===== src/rtl/shift_reg_seq_ctrl_if.sv =====
// Client-side handshake bundle for the shift register sequencing controller.
// The master modport is the client; the slave modport is the controller.
interface shift_reg_seq_ctrl_if #(
  parameter int Width = 8
);
  logic             mode;
  logic             msw_first;
  logic             par_valid;
  logic             par_ready;
  logic             ser_out_valid;
  logic             ser_out_ready;
  logic [Width-1:0] ser_out_word;
  logic             ser_in_valid;
  logic             ser_in_ready;
  logic             par_out_valid;
  logic             par_out_ready;

  modport master (
    output mode, msw_first, par_valid, ser_out_ready, ser_in_valid, par_out_ready,
    input  par_ready, ser_out_valid, ser_out_word, ser_in_ready, par_out_valid
  );

  modport slave (
    input  mode, msw_first, par_valid, ser_out_ready, ser_in_valid, par_out_ready,
    output par_ready, ser_out_valid, ser_out_word, ser_in_ready, par_out_valid
  );
endinterface


===== src/rtl/shift_reg_seq_ctrl.sv =====
// Sequencing controller that runs a parallel-load shift register either as a
// serializer (TX: load frame, drain words) or deserializer (RX: fill, present frame).
module shift_reg_seq_ctrl #(
  parameter int Length = 4,
  parameter int Width  = 8
) (
  input  logic                            clk,
  input  logic                            ares_n,
  input  logic                            sw_clear,
  shift_reg_seq_ctrl_if.slave             bus,
  input  logic [Width-1:0]                sreg_msword,
  input  logic [Width-1:0]                sreg_lsword,
  output logic                            sreg_sres,
  output logic                            sreg_ld_en,
  output logic                            sreg_shift_en,
  output logic                            sreg_msw_first,
  output logic [$clog2(Length+1)-1:0]     word_cnt,
  output logic                            busy
);

  localparam int CNT_W = $clog2(Length + 1);
  localparam logic [CNT_W-1:0] LEN_C = CNT_W'(Length);
  localparam logic [CNT_W-1:0] ONE_C = CNT_W'(1);

  typedef enum logic [1:0] {
    IDLE,
    TX_SHIFT,
    RX_SHIFT,
    RX_DONE
  } state_e;

  state_e             state_q, state_d;
  logic [CNT_W-1:0]   cnt_q, cnt_d;
  logic               msw_q, msw_d;
  logic               rst_hold_q;
  logic [CNT_W-1:0]   cnt_inc;

  always_ff @(posedge clk or negedge ares_n) begin
    if (!ares_n) begin
      state_q    <= IDLE;
      cnt_q      <= '0;
      msw_q      <= 1'b0;
      rst_hold_q <= 1'b1;
    end else begin
      state_q    <= state_d;
      cnt_q      <= cnt_d;
      msw_q      <= msw_d;
      rst_hold_q <= 1'b0;
    end
  end

  assign cnt_inc = cnt_q + ONE_C;

  // rst_hold_q is treated like sw_clear so nothing handshakes while the register is being cleared.
  always_comb begin
    state_d           = state_q;
    cnt_d             = cnt_q;
    msw_d             = msw_q;
    sreg_ld_en        = 1'b0;
    sreg_shift_en     = 1'b0;
    bus.par_ready     = 1'b0;
    bus.ser_out_valid = 1'b0;
    bus.ser_in_ready  = 1'b0;
    bus.par_out_valid = 1'b0;
    if (sw_clear || rst_hold_q) begin
      state_d = IDLE;
      cnt_d   = '0;
    end else begin
      case (state_q)
        IDLE: begin
          if (!bus.mode) begin
            bus.par_ready = 1'b1;
            if (bus.par_valid) begin
              sreg_ld_en = 1'b1;
              msw_d      = bus.msw_first;
              cnt_d      = LEN_C;
              state_d    = TX_SHIFT;
            end
          end else begin
            bus.ser_in_ready = 1'b1;
            if (bus.ser_in_valid) begin
              sreg_shift_en = 1'b1;
              msw_d         = bus.msw_first;
              cnt_d         = ONE_C;
              state_d       = (Length == 1) ? RX_DONE : RX_SHIFT;
            end
          end
        end
        TX_SHIFT: begin
          bus.ser_out_valid = 1'b1;
          if (bus.ser_out_ready) begin
            sreg_shift_en = 1'b1;
            cnt_d         = cnt_q - ONE_C;
            if (cnt_q == ONE_C) state_d = IDLE;
          end
        end
        RX_SHIFT: begin
          bus.ser_in_ready = 1'b1;
          if (bus.ser_in_valid) begin
            sreg_shift_en = 1'b1;
            cnt_d         = cnt_inc;
            if (cnt_inc == LEN_C) state_d = RX_DONE;
          end
        end
        RX_DONE: begin
          bus.par_out_valid = 1'b1;
          if (bus.par_out_ready) begin
            state_d = IDLE;
            cnt_d   = '0;
          end
        end
        default: begin
          state_d = IDLE;
          cnt_d   = '0;
        end
      endcase
    end
  end

  // The register sees the next latch value so the very first RX shift already uses the new order.
  assign sreg_msw_first   = msw_d;
  assign sreg_sres        = sw_clear | rst_hold_q;
  assign bus.ser_out_word = msw_q ? sreg_msword : sreg_lsword;
  assign word_cnt         = cnt_q;
  assign busy             = (state_q != IDLE);

endmodule


===== src/flat_wrapper.sv =====
// flat-port wrapper written by rule: the top's interface ports become plain ports
module shift_reg_seq_ctrl_flat 
#(
  parameter int Length = 4,
  parameter int Width  = 8
)
  (clk, ares_n, sw_clear, sreg_msword, sreg_lsword, sreg_sres, sreg_ld_en, sreg_shift_en, sreg_msw_first, word_cnt, busy, bus_mode, bus_msw_first, bus_par_valid, bus_ser_out_ready, bus_ser_in_valid, bus_par_out_ready, bus_par_ready, bus_ser_out_valid, bus_ser_out_word, bus_ser_in_ready, bus_par_out_valid);
  shift_reg_seq_ctrl_if #(.Width(Width)) bus_i ();
  input  logic clk;
  input  logic ares_n;
  input  logic sw_clear;
  input  logic [Width-1:0] sreg_msword;
  input  logic [Width-1:0] sreg_lsword;
  output logic sreg_sres;
  output logic sreg_ld_en;
  output logic sreg_shift_en;
  output logic sreg_msw_first;
  output logic [$clog2(Length+1)-1:0] word_cnt;
  output logic busy;
  input wire logic [$bits(bus_i.mode)-1:0] bus_mode;
  input wire logic [$bits(bus_i.msw_first)-1:0] bus_msw_first;
  input wire logic [$bits(bus_i.par_valid)-1:0] bus_par_valid;
  input wire logic [$bits(bus_i.ser_out_ready)-1:0] bus_ser_out_ready;
  input wire logic [$bits(bus_i.ser_in_valid)-1:0] bus_ser_in_valid;
  input wire logic [$bits(bus_i.par_out_ready)-1:0] bus_par_out_ready;
  output wire logic [$bits(bus_i.par_ready)-1:0] bus_par_ready;
  output wire logic [$bits(bus_i.ser_out_valid)-1:0] bus_ser_out_valid;
  output wire logic [$bits(bus_i.ser_out_word)-1:0] bus_ser_out_word;
  output wire logic [$bits(bus_i.ser_in_ready)-1:0] bus_ser_in_ready;
  output wire logic [$bits(bus_i.par_out_valid)-1:0] bus_par_out_valid;
  assign bus_i.mode = bus_mode;
  assign bus_i.msw_first = bus_msw_first;
  assign bus_i.par_valid = bus_par_valid;
  assign bus_i.ser_out_ready = bus_ser_out_ready;
  assign bus_i.ser_in_valid = bus_ser_in_valid;
  assign bus_i.par_out_ready = bus_par_out_ready;
  assign bus_par_ready = bus_i.par_ready;
  assign bus_ser_out_valid = bus_i.ser_out_valid;
  assign bus_ser_out_word = bus_i.ser_out_word;
  assign bus_ser_in_ready = bus_i.ser_in_ready;
  assign bus_par_out_valid = bus_i.par_out_valid;
  shift_reg_seq_ctrl #(.Length(Length), .Width(Width)) u_core (.clk(clk), .ares_n(ares_n), .sw_clear(sw_clear), .bus(bus_i), .sreg_msword(sreg_msword), .sreg_lsword(sreg_lsword), .sreg_sres(sreg_sres), .sreg_ld_en(sreg_ld_en), .sreg_shift_en(sreg_shift_en), .sreg_msw_first(sreg_msw_first), .word_cnt(word_cnt), .busy(busy));
endmodule

===== config.mk =====
export PLATFORM = sky130hd
export DESIGN_NAME = shift_reg_seq_ctrl_flat
export DESIGN_NICKNAME = d
export VERILOG_FILES = /design/src/rtl/shift_reg_seq_ctrl_if.sv /design/src/rtl/shift_reg_seq_ctrl.sv /design/src/flat_wrapper.sv
export SDC_FILE = /design/constraint.sdc
export NUM_CORES = 1
export LEC_CHECK = 0
export BUFFER_PORTS_ARGS = -buffer_cell sky130_fd_sc_hd__buf_2
export CORE_MARGIN = 3
export CORE_UTILIZATION = 44
export DETAILED_ROUTE_END_ITERATION = 10
export PLACE_DENSITY = 0.9
export SYNTH_ARGS = -nofsm -noshare
export SYNTH_HDL_FRONTEND = slang
export SYNTH_SLANG_ARGS = --single-unit
export TNS_END_PERCENT = 30

===== constraint.sdc =====
create_clock -name clk -period 4.3 [get_ports clk]
set_input_delay 0.86 -clock clk [delete_from_list [all_inputs] [get_ports clk]]
set_output_delay 0.86 -clock clk [all_outputs]
set_load 0.05 [all_outputs]

==> results of run 1 <==
==> routing by layer <==
layer	part of all wire, %	track usage, %	vias up
met5	0	0	-
met4	0	5.114	0
met3	11	2.767	0
met2	47	30.08	41
met1	42	20.72	334
li1	-	-	354
==> area by class of cell <==
type                    count  area, µm²  share of cell area, %
well taps                  15      18.77                  2.005
multi-input cells          57      471.7                  50.40
flip-flops and latches      7      176.4                  18.85
clock buffers               4      26.28                  2.807
inverters                   6      22.52                  2.406
repair buffers             44      220.2                  23.53
==> through the flow <==
| step | utilization (%) | hold slack [ns] | setup WS [ns] | cells | area [µm²] |
|---|---|---|---|---|---|
| after detailed placement | 65.79 | 0.5622 | 1.301 | 129 | 909.6 |
| after floorplan | - | 0.5644 | 0.9267 | 74 | 693.2 |
| after global routing | 67.69 | 0.4339 | 1.185 | 133 | 935.9 |
| after CTS | 67.69 | 0.4329 | 1.285 | 133 | 935.9 |
| after global placement | 65.79 | 0.5481 | 1.320 | 129 | 909.6 |
| final | 67.69 | 0.4370 | 1.297 | 133 | 935.9 |
==> critical path, cell delays in order (launching register included) <==
cell                      delay, ns
sky130_fd_sc_hd__dfrtp_1       0.54
sky130_fd_sc_hd__or4_4         0.62
sky130_fd_sc_hd__nor2_1        0.17
sky130_fd_sc_hd__mux2_2        0.36
sky130_fd_sc_hd__buf_2         0.21
==> state kept, by name (all words and copies together) (netlist names) <==
name	cells
u_core.state_q	2
u_core.word_cnt	3
u_core.msw_q	1
u_core.rst_hold_q	1
==> power breakdown <==
part / internal, µW / switching, µW / total [µW]
Clock: 35.2 / 20.5 / 55.6
Sequential: 72.9 / 16.0 / 88.9
Combinational: 59.5 / 115 / 175
Total: 168 / 152 / 319
==> synth_stat cells <==
cell type                   n  area share, %
sky130_fd_sc_hd__nand3_1    1           0.72
sky130_fd_sc_hd__dfrtp_1    6             22
sky130_fd_sc_hd__or4_1      1            1.1
sky130_fd_sc_hd__mux2_2    11             18
sky130_fd_sc_hd__or3b_2     1            1.3
sky130_fd_sc_hd__nor3b_1    3            3.2
sky130_fd_sc_hd__nor2_1    10            5.4
sky130_fd_sc_hd__mux2i_1    1            1.4
sky130_fd_sc_hd__a31oi_1    3            2.7
sky130_fd_sc_hd__or2_2      1           0.90
sky130_fd_sc_hd__nor4b_2    1            2.2
sky130_fd_sc_hd__dfstp_2    1            3.8
sky130_fd_sc_hd__o211ai_1   2            2.2
sky130_fd_sc_hd__a211oi_1   1            1.1
sky130_fd_sc_hd__nor2b_1    1           0.90
sky130_fd_sc_hd__mux2_4     1            2.2
sky130_fd_sc_hd__a21oi_1    2            1.4
sky130_fd_sc_hd__a32o_1     1            1.4
sky130_fd_sc_hd__o32a_4     1            3.2
sky130_fd_sc_hd__nor3_1     1           0.72
sky130_fd_sc_hd__buf_6      1            1.6
sky130_fd_sc_hd__conb_1     1           0.54
sky130_fd_sc_hd__clkbuf_1   3            1.6
sky130_fd_sc_hd__inv_1      6            3.2
sky130_fd_sc_hd__and4_4     1            1.6
sky130_fd_sc_hd__and2_4     1            1.3
sky130_fd_sc_hd__and2_1     1           0.90
sky130_fd_sc_hd__a22oi_1    2            2.2
sky130_fd_sc_hd__o22ai_1    1           0.90
sky130_fd_sc_hd__or4_4      1            1.6
sky130_fd_sc_hd__nand2b_1   2            1.8
sky130_fd_sc_hd__ha_1       4            7.2
==> path summary, 6_finish.rpt <==
kind / from / to / cells after the start
max in group asynchronous: ares_n / u_core.rst_hold_q / 1
max reg2reg: u_core.state_q[0] / u_core.state_q[1] / 4
min reg2reg: u_core.word_cnt[1] / u_core.word_cnt[1] / 1
max: u_core.state_q[0] / sreg_msw_first / 4
min: ares_n / u_core.word_cnt[2] / 1
min in group clk: u_core.word_cnt[1] / u_core.word_cnt[1] / 1
==> cells by family (layout without fill, tap and decap cells) <==
group                      Yosys count  in the layout  share of synthesized area (%)
DFF                                  7              7                          25.45
and+or+nand+nor                     26             26                          23.65
buffers and inverters               10             54                          6.498
other                                1              1                         0.5410
adders and majority gates            4              4                          7.221
muxes                               13             13                          21.48
AOI/OAI and AO/OA                   13             13                          15.16
==> results.cfg, run 1 <==
[global_routing]
grt_max_degree = 19
gr-total-overflow = 0
grt_use_total_pct = 16.96
grt_first_pass_wirelength_mm = 2.656
number_of_global_route_vias_before_repair = 693
grt_antenna_before_repair = 0

[floorplan]
floorplan.die.height_um = 45.69
die_width_um = 45.69
die_area_um2 = 2088
io-pin-count = 45
placement_rows = 13
core_region_area_um2 = 1383
floorplan.initialDensity_pct = 50.14

[synthesis]
syn_inst = 74
syn_area_um2 = 693.2
mapped_nets = 103
synth-warning-count = 0
avgSynthCellArea_um2 = 9.367
synth_sequential_area_ratio_pct = 25.45
yosysUniqueCellTypes = 32
synth-seq-cells = 7

[setup_path]
timing.critical_path.required_ns = 3.44
setup.worst_path.start_class = register
worst-endpoint-arrival_ns = 2.14
critical_path.endpoint_type = output port
critPathMaxFanout = 18
setup_slack_reg_to_reg_ns = 2.16
critPathKind = reg -> out

[finish]
final_net_count = 148
syn_to_final_growth_pct = 35.02
ant_cells = 0
layout_commonest_cell = sky130_fd_sc_hd__buf_2
fillCellCount = 124
mostFrequentLayoutCells = sky130_fd_sc_hd__buf_2, sky130_fd_sc_hd__mux2_2, sky130_fd_sc_hd__nor2_1
post_route_cells_drive_above_1_share_pct = 56.78

[route]
post_drt_via_cell_ratio = 5.481
drc = 0
drt_wl_total_mm = 1.617
drt.antenna.violating_nets = 0
firstDrtPassIters = 4
wire_per_inst_um = 12.16
number_of_violations_reported_at_the_end_of_detailed_routing_iteration_0 = 10
routed-via-count = 729

[sta]
timing_limited_maximum_frequency_mhz = 333.0
worst_clock_skew_ns = 0.0004989
report.final.hold_viol_count = 0
min_period_over_period_pct = 69.85
fin_setup_tns_ns = 0
maxSlewViolCount = 0
grt_setup_unrepaired = no
fin_crit_ns = 3.003
setup_viol_count_final = 0

[clocking]
max-clock-path-buffers = 2
postCtsResizedCells = 0
h-tree-depth = 1
postCtsSetupBuffers = 0
cts.sink_count = 7
post_cts_hold_buffer_count = 0
cts_root_buf = sky130_fd_sc_hd__clkbuf_4
clk_pin_slew_worst_paths_ns = 0.05
insertion_delay_ns = 0.24
cts_made_buffers = 3
tritoncts = built

[power]
power_uw = 319.4
power_per_cell_area_nw_per_um2 = 341.3
static-leakage-power_uw = 0.0004877
vdd_ir_drop_max_mv = 0.2401

[placement]
place_hpwl_mm = 1.394
gp_congestion = 0.8454
io_buffer_count = 44

[outcome]
outcome = completed

[job]
max_cap_viol_count = 0

[hold_path]
classification_of_the_worst_slack_hold_path = in -> async
(Power assumes the default switching activity.)
==> run 2, diff against run 1 <==
--- a/config.mk
+++ b/config.mk
@@ -5,11 +5,12 @@
 export SDC_FILE = /design/constraint.sdc
 export NUM_CORES = 1
 export LEC_CHECK = 0
+export ABC_AREA = 1
 export BUFFER_PORTS_ARGS = -buffer_cell sky130_fd_sc_hd__buf_2
 export CORE_MARGIN = 3
-export CORE_UTILIZATION = 44
+export CORE_UTILIZATION = 37
 export DETAILED_ROUTE_END_ITERATION = 10
-export PLACE_DENSITY = 0.9
+export PLACE_DENSITY = 0.81
 export SYNTH_ARGS = -nofsm -noshare
 export SYNTH_HDL_FRONTEND = slang
 export SYNTH_SLANG_ARGS = --single-unit
==> constraint.sdc (replaced) <==
create_clock -name clk -period 2.7 [get_ports clk]
set_input_delay 0.54 -clock clk [delete_from_list [all_inputs] [get_ports clk]]
set_output_delay 0.54 -clock clk [all_outputs]
set_load 0.05 [all_outputs]
==> results.cfg, run 2 <==
[clocking]
h-tree-depth = 1
cts_made_buffers = 3
max-clock-path-buffers = 2
clk_pin_slew_worst_paths_ns = 0.05
tritoncts = built
post_cts_hold_buffer_count = 0
insertion_delay_ns = 0.24
cts.sink_count = 7
cts_root_buf = sky130_fd_sc_hd__clkbuf_4
postCtsResizedCells = 0
postCtsSetupBuffers = 0

[power]
vdd_ir_drop_max_mv = 0.3643
static-leakage-power_uw = 0.0006307
sw_frac_of_total_pct = 55.73
power.combinational.fraction_pct = 60.5
p_clk_share_pct = 15.6
power.internal_uw = 257.4
power_frac_seq_pct = 23.9
netSwitchingPower_uw = 324.0
power_per_cell_area_nw_per_um2 = 590.5

[synthesis]
synth_area_leaders = sky130_fd_sc_hd__nand2_1, sky130_fd_sc_hd__dfrtp_1, sky130_fd_sc_hd__nand3_1
synth_most_common_cell = sky130_fd_sc_hd__nand2_1
synth-warning-count = 0
asr_flop_ratio_synth_pct = 100.0
synth_commonest_cells = sky130_fd_sc_hd__nand2_1, sky130_fd_sc_hd__nor2_1, sky130_fd_sc_hd__nand3_1, sky130_fd_sc_hd__inv_1, sky130_fd_sc_hd__dfrtp_1
synth_top_area_share_pct = 26.64
synth-edff-count = 0
mapped_nets = 154
cell_type_with_the_highest_aggregate_area_in_the_netlist = sky130_fd_sc_hd__nand2_1
yosysUniqueCellTypes = 18
synth_sequential_area_ratio_pct = 25.04
avgSynthCellArea_um2 = 5.635
syn_area_um2 = 704.4
synth-seq-cells = 7
syn_inst = 125
dominantRegCellSynth = sky130_fd_sc_hd__dfrtp_1

[hold_path]
classification_of_the_worst_slack_hold_path = in -> async

[finish]
final_net_count = 202
largest_register_ffs = 3
syn_to_final_growth_pct = 39.79
post_route_cells_drive_above_1_share_pct = 34.30
layout_commonest_cell = sky130_fd_sc_hd__nand2_1
mostFrequentLayoutCells = sky130_fd_sc_hd__nand2_1, sky130_fd_sc_hd__buf_2, sky130_fd_sc_hd__nor2_1
ant_cells = 0
design_area_um2 = 984.7

[route]
number_of_violations_reported_at_the_end_of_detailed_routing_iteration_0 = 9
firstDrtPassIters = 5
drt.antenna.violating_nets = 0
post_drt_via_cell_ratio = 4.447
drt_wl_total_mm = 1.818
drc = 0
wire_per_inst_um = 9.228
routed-via-count = 876

[setup_path]
worst-endpoint-arrival_ns = 1.69
setup.worst_path.start_class = register
worstRegToRegCells = 8
critical-path-max-stage-delay_ns = 0.44
critPathTopFamily = simple AND/OR/NAND/NOR gates
critPathBufInv = 1
worst_path_most_repeated_cell = sky130_fd_sc_hd__nor2_1
worstPathCellList = nor2_2 -> nand2_2 -> nand2_1 -> nor2_1 -> a21oi_1 -> nor2_1 -> buf_2
critPathMaxFanout = 8
critical_path.endpoint_type = output port
critical_path_depth = 7
critical_path.slowest_cell = sky130_fd_sc_hd__dfrtp_1
critPathKind = reg -> out
timing.critical_path.required_ns = 2.16

[outcome]
outcome = completed

[floorplan]
die_width_um = 49.64
io-pin-count = 45
floorplan.initialDensity_pct = 39.93
placement_rows = 15
floorplan.die.height_um = 49.64
core_region_area_um2 = 1764
die_area_um2 = 2464

[sta]
fin_setup_tns_ns = 0
fin_crit_ns = 2.229
setup_viol_count_final = 0
report.final.hold_viol_count = 0
maxSlewViolCount = 0
min_period_over_period_pct = 82.54
grt_setup_unrepaired = no
timing_limited_maximum_frequency_mhz = 448.7
worst_slack_ns = 0.4714
worst_clock_skew_ns = 0.003801

[global_routing]
grt_first_pass_wirelength_mm = 2.822
grt_max_degree = 12
gr-total-overflow = 0
grt_antenna_before_repair = 0
number_of_global_route_vias_before_repair = 725
grt_use_total_pct = 14.39

[placement]
io_buffer_count = 44
place_hpwl_mm = 1.606
placedInstanceArea_um2 = 958.4
dpl_worst_slack_ns = 0.6544
gp_congestion = 0.7577

[job]
max_cap_viol_count = 0
[run 2: cell types whose count changed in the layout (fill, tap and decap cells not counted), moves of 3 or more]
cell,delta
sky130_fd_sc_hd__a31oi_1,-3
sky130_fd_sc_hd__inv_1,+7
sky130_fd_sc_hd__inv_2,+3
sky130_fd_sc_hd__mux2_2,-11
sky130_fd_sc_hd__nand2_1,+50
sky130_fd_sc_hd__nand3_1,+14
sky130_fd_sc_hd__nor2_1,+7
sky130_fd_sc_hd__nor2_2,+3
sky130_fd_sc_hd__nor3b_1,-3
[run 2: power by group through the flow]
stage | combinational [µW] | sequential [µW] | clock [µW]
global placement | 348 | 139 | 0
global route | 380 | 143 | 102
detailed placement | 353 | 141 | 0
floorplan | 267 | 143 | 0
CTS | 354 | 139 | 96.6
finish | 352 | 139 | 90.5
[run 2: through the flow]
| stage | utilization, % | total power (µW) | instances | hold WS [ns] |
|---|---|---|---|---|
| after floorplan | - | 409.8 | 125 | 0.2444 |
| after global placement | 54.33 | 487.3 | 193 | 0.3743 |
| after CTS | 55.82 | 588.9 | 197 | 0.1045 |
| final | 55.82 | 581.4 | 197 | 0.1125 |
| after detailed placement | 54.33 | 493.3 | 193 | 0.3751 |
| after global routing | 55.82 | 625.1 | 197 | 0.1107 |
[run 2: layer usage]
metal / vias to the layer above / part of all wire [%] / wire length, µm / global-route usage [%]
li1: 473 / - / - / -
met1: 385 / 41 / 747 / 17.79
met2: 16 / 55 / 999 / 24.01
met3: 2 / 3.0 / 55 / 2.115
met4: 0 / 0.88 / 16 / 7.373
met5: - / 0 / 0 / 0
[run 2: cell type report]
| cell class | count | area (µm²) |
|---|---|---|
| Fill cell | 209 | 779.5 |
| Sequential cell | 7 | 176.4 |
| Tap cell | 25 | 31.28 |
| Multi-Input combinational cell | 99 | 459.2 |
| Inverter | 17 | 63.81 |
| Timing Repair Buffer | 45 | 227.7 |
| Clock buffer | 4 | 26.28 |
[run 2: cells by family (layout without fill, tap and decap cells)]
logic type	count (synthesis)	in the layout	share of synthesized area, %
AND/OR/NAND/NOR	89	89	53.29
AO/OA/AOI/OAI	5	5	3.552
adder cells (fa/ha/maj)	4	4	7.105
flip-flops	7	7	25.04
buffers and inverters	19	66	10.48
other	1	1	0.5323
[run 2: final timing paths]
kind,to,slack [ns],from
max,sreg_shift_en,0.47,u_core.state_q[0]
min,u_core.word_cnt[1],0.11,ares_n
max reg2reg,u_core.state_q[1],1.26,u_core.rst_hold_q
min reg2reg,u_core.word_cnt[1],0.54,u_core.word_cnt[1]
max in group asynchronous,u_core.rst_hold_q,2.36,ares_n
min in group clk,u_core.word_cnt[1],0.54,u_core.word_cnt[1]
==> run 3, diff against run 2 <==
==> constraint.sdc (replaced) <==
create_clock -name clk -period 2 [get_ports clk]
set_input_delay 0.4 -clock clk [delete_from_list [all_inputs] [get_ports clk]]
set_output_delay 0.4 -clock clk [all_outputs]
set_load 0.05 [all_outputs]
==> results.cfg, run 3 (synthesis gave the netlist of run 2 again) <==
[outcome]
outcome = completed

[floorplan]
die_area_um2 = 2464
io-pin-count = 45
placement_rows = 15
floorplan.initialDensity_pct = 39.93
die_width_um = 49.64
core_region_area_um2 = 1764
floorplan.die.height_um = 49.64

[clocking]
insertion_delay_ns = 0.24
cts.sink_count = 7
clk_pin_slew_worst_paths_ns = 0.05
cts_root_buf = sky130_fd_sc_hd__clkbuf_4
tritoncts = built
h-tree-depth = 1
cts_made_buffers = 3
max-clock-path-buffers = 2

[route]
drt.antenna.violating_nets = 0
drt_wl_total_mm = 1.901
number_of_violations_reported_at_the_end_of_detailed_routing_iteration_0 = 28
firstDrtPassIters = 4
post_drt_via_cell_ratio = 4.562
drc = 0
wire_per_inst_um = 9.458
routed-via-count = 917

[sta]
fin_crit_ns = 1.885
grt_setup_unrepaired = no
fin_worst_hold_slack_ns = 0.4100
min_period_over_period_pct = 94.26
worst_slack_ns = 0.1148
maxSlewViolCount = 0
report.final.hold_viol_count = 0
fin_setup_tns_ns = 0
worst_clock_skew_ns = 0.002577
timing_limited_maximum_frequency_mhz = 530.5
setup_viol_count_final = 0

[setup_path]
critPathMaxFanout = 6
worst_path_most_repeated_cell = sky130_fd_sc_hd__nor2_1
critical-path-max-stage-delay_ns = 0.46
setup.worst_path.start_class = register
worstPathCellList = nor2_4 -> nand2_2 -> nand2_1 -> nor2_1 -> a21oi_1 -> nor2_1 -> clkbuf_4
critPathBufInv = 1
critPathKind = reg -> out
timing.critical_path.required_ns = 1.60
worst-endpoint-arrival_ns = 1.49
critical_path.endpoint_type = output port
critical_path.slowest_cell = sky130_fd_sc_hd__dfrtp_2
critPathTopFamily = flip-flops

[power]
netSwitchingPower_uw = 444.5
static-leakage-power_uw = 0.0006473
power_frac_seq_pct = 22.1
sw_frac_of_total_pct = 54.74
power.internal_uw = 367.5
power_per_cell_area_nw_per_um2 = 788.5
p_clk_share_pct = 14.9
power.combinational.fraction_pct = 63.0
vdd_ir_drop_max_mv = 0.4837

[placement]
place_hpwl_mm = 1.617
io_buffer_count = 44
gp_congestion = 0.8256
placedCellCount = 195
dpl_worst_slack_ns = 0.2429

[finish]
mostFrequentLayoutCells = sky130_fd_sc_hd__nand2_1, sky130_fd_sc_hd__buf_2, sky130_fd_sc_hd__nor2_1
largest_register_ffs = 3
fillCellCount = 172
ant_cells = 0
finish.cell_count_without_fillers = 201
final_net_count = 206
post_route_cells_drive_above_1_share_pct = 36.93
syn_to_final_growth_pct = 46.18
layout_commonest_cell = sky130_fd_sc_hd__nand2_1

[global_routing]
grt_first_pass_wirelength_mm = 3.160
grt_max_degree = 12
number_of_global_route_vias_before_repair = 777
grt_use_total_pct = 15.83
grt_antenna_before_repair = 0
gr-total-overflow = 0

[hold_path]
classification_of_the_worst_slack_hold_path = in -> reg

[job]
max_cap_viol_count = 0
-- run 3: path summary, 6_finish.rpt --
path | startpoint | endpoint | slack, ns | cells past startpoint
max | u_core.state_q[1] | sreg_shift_en | 0.11 | 7
min | bus_msw_first | u_core.msw_q | 0.41 | 3
max reg2reg | u_core.word_cnt[0] | u_core.word_cnt[2] | 0.54 | 7
min reg2reg | u_core.word_cnt[1] | u_core.word_cnt[1] | 0.53 | 2
max in group asynchronous | ares_n | u_core.rst_hold_q | 1.27 | 2
min in group asynchronous | ares_n | u_core.word_cnt[2] | 0.51 | 2
-- run 3: power by group through the flow --
stage | Clock (µW) | Sequential (µW) | Combinational (µW)
floorplan | 0 | 192 | 362
global placement | 0 | 179 | 495
detailed placement | 0 | 181 | 503
CTS | 128 | 178 | 506
global route | 141 | 182 | 555
finish | 121 | 180 | 511
-- run 3: area by class of cell --
class | instances | area, µm² | share of cell area (%)
clock buffer | 4 | 26.28 | 2.552
tap | 25 | 31.28 | 3.038
inverter | 17 | 63.81 | 6.197
sequential | 7 | 178.9 | 17.38
multi-input combinational | 99 | 466.7 | 45.32
timing repair buffer | 49 | 262.8 | 25.52
-- run 3: tightest hold or removal path, stage by stage --
cell and delay, ns:
sky130_fd_sc_hd__buf_2 0.07, sky130_fd_sc_hd__o21ai_0 0.07, sky130_fd_sc_hd__inv_1 0.07
-- run 3: what timing repair did --
action	4_1_cts	5_1_grt
gates resized for setup	0	4
hold endpoints to repair	6	0
hold buffers	1	0
endpoints found under the setup margin	0	2
buffers inserted	0	1
-- run 3: through the flow --
step	area, µm²	util [%]	total power, µW
after floorplan	711.9	-	554.4
after global placement	975.9	55.32	674.4
after detailed placement	975.9	55.32	684.0
after CTS	1012	57.38	811.7
after global routing	1030	58.37	877.7
final	1030	58.37	812.0
-- run 3: metal layers --
metal / track usage (%) / vias up / part of all wire [%]
li1: - / 491 / -
met1: 20.19 / 407 / 40
met2: 27.31 / 19 / 57
met3: 1.813 / 0 / 2.9
met4: 5.530 / 0 / 0
met5: 0 / - / 0
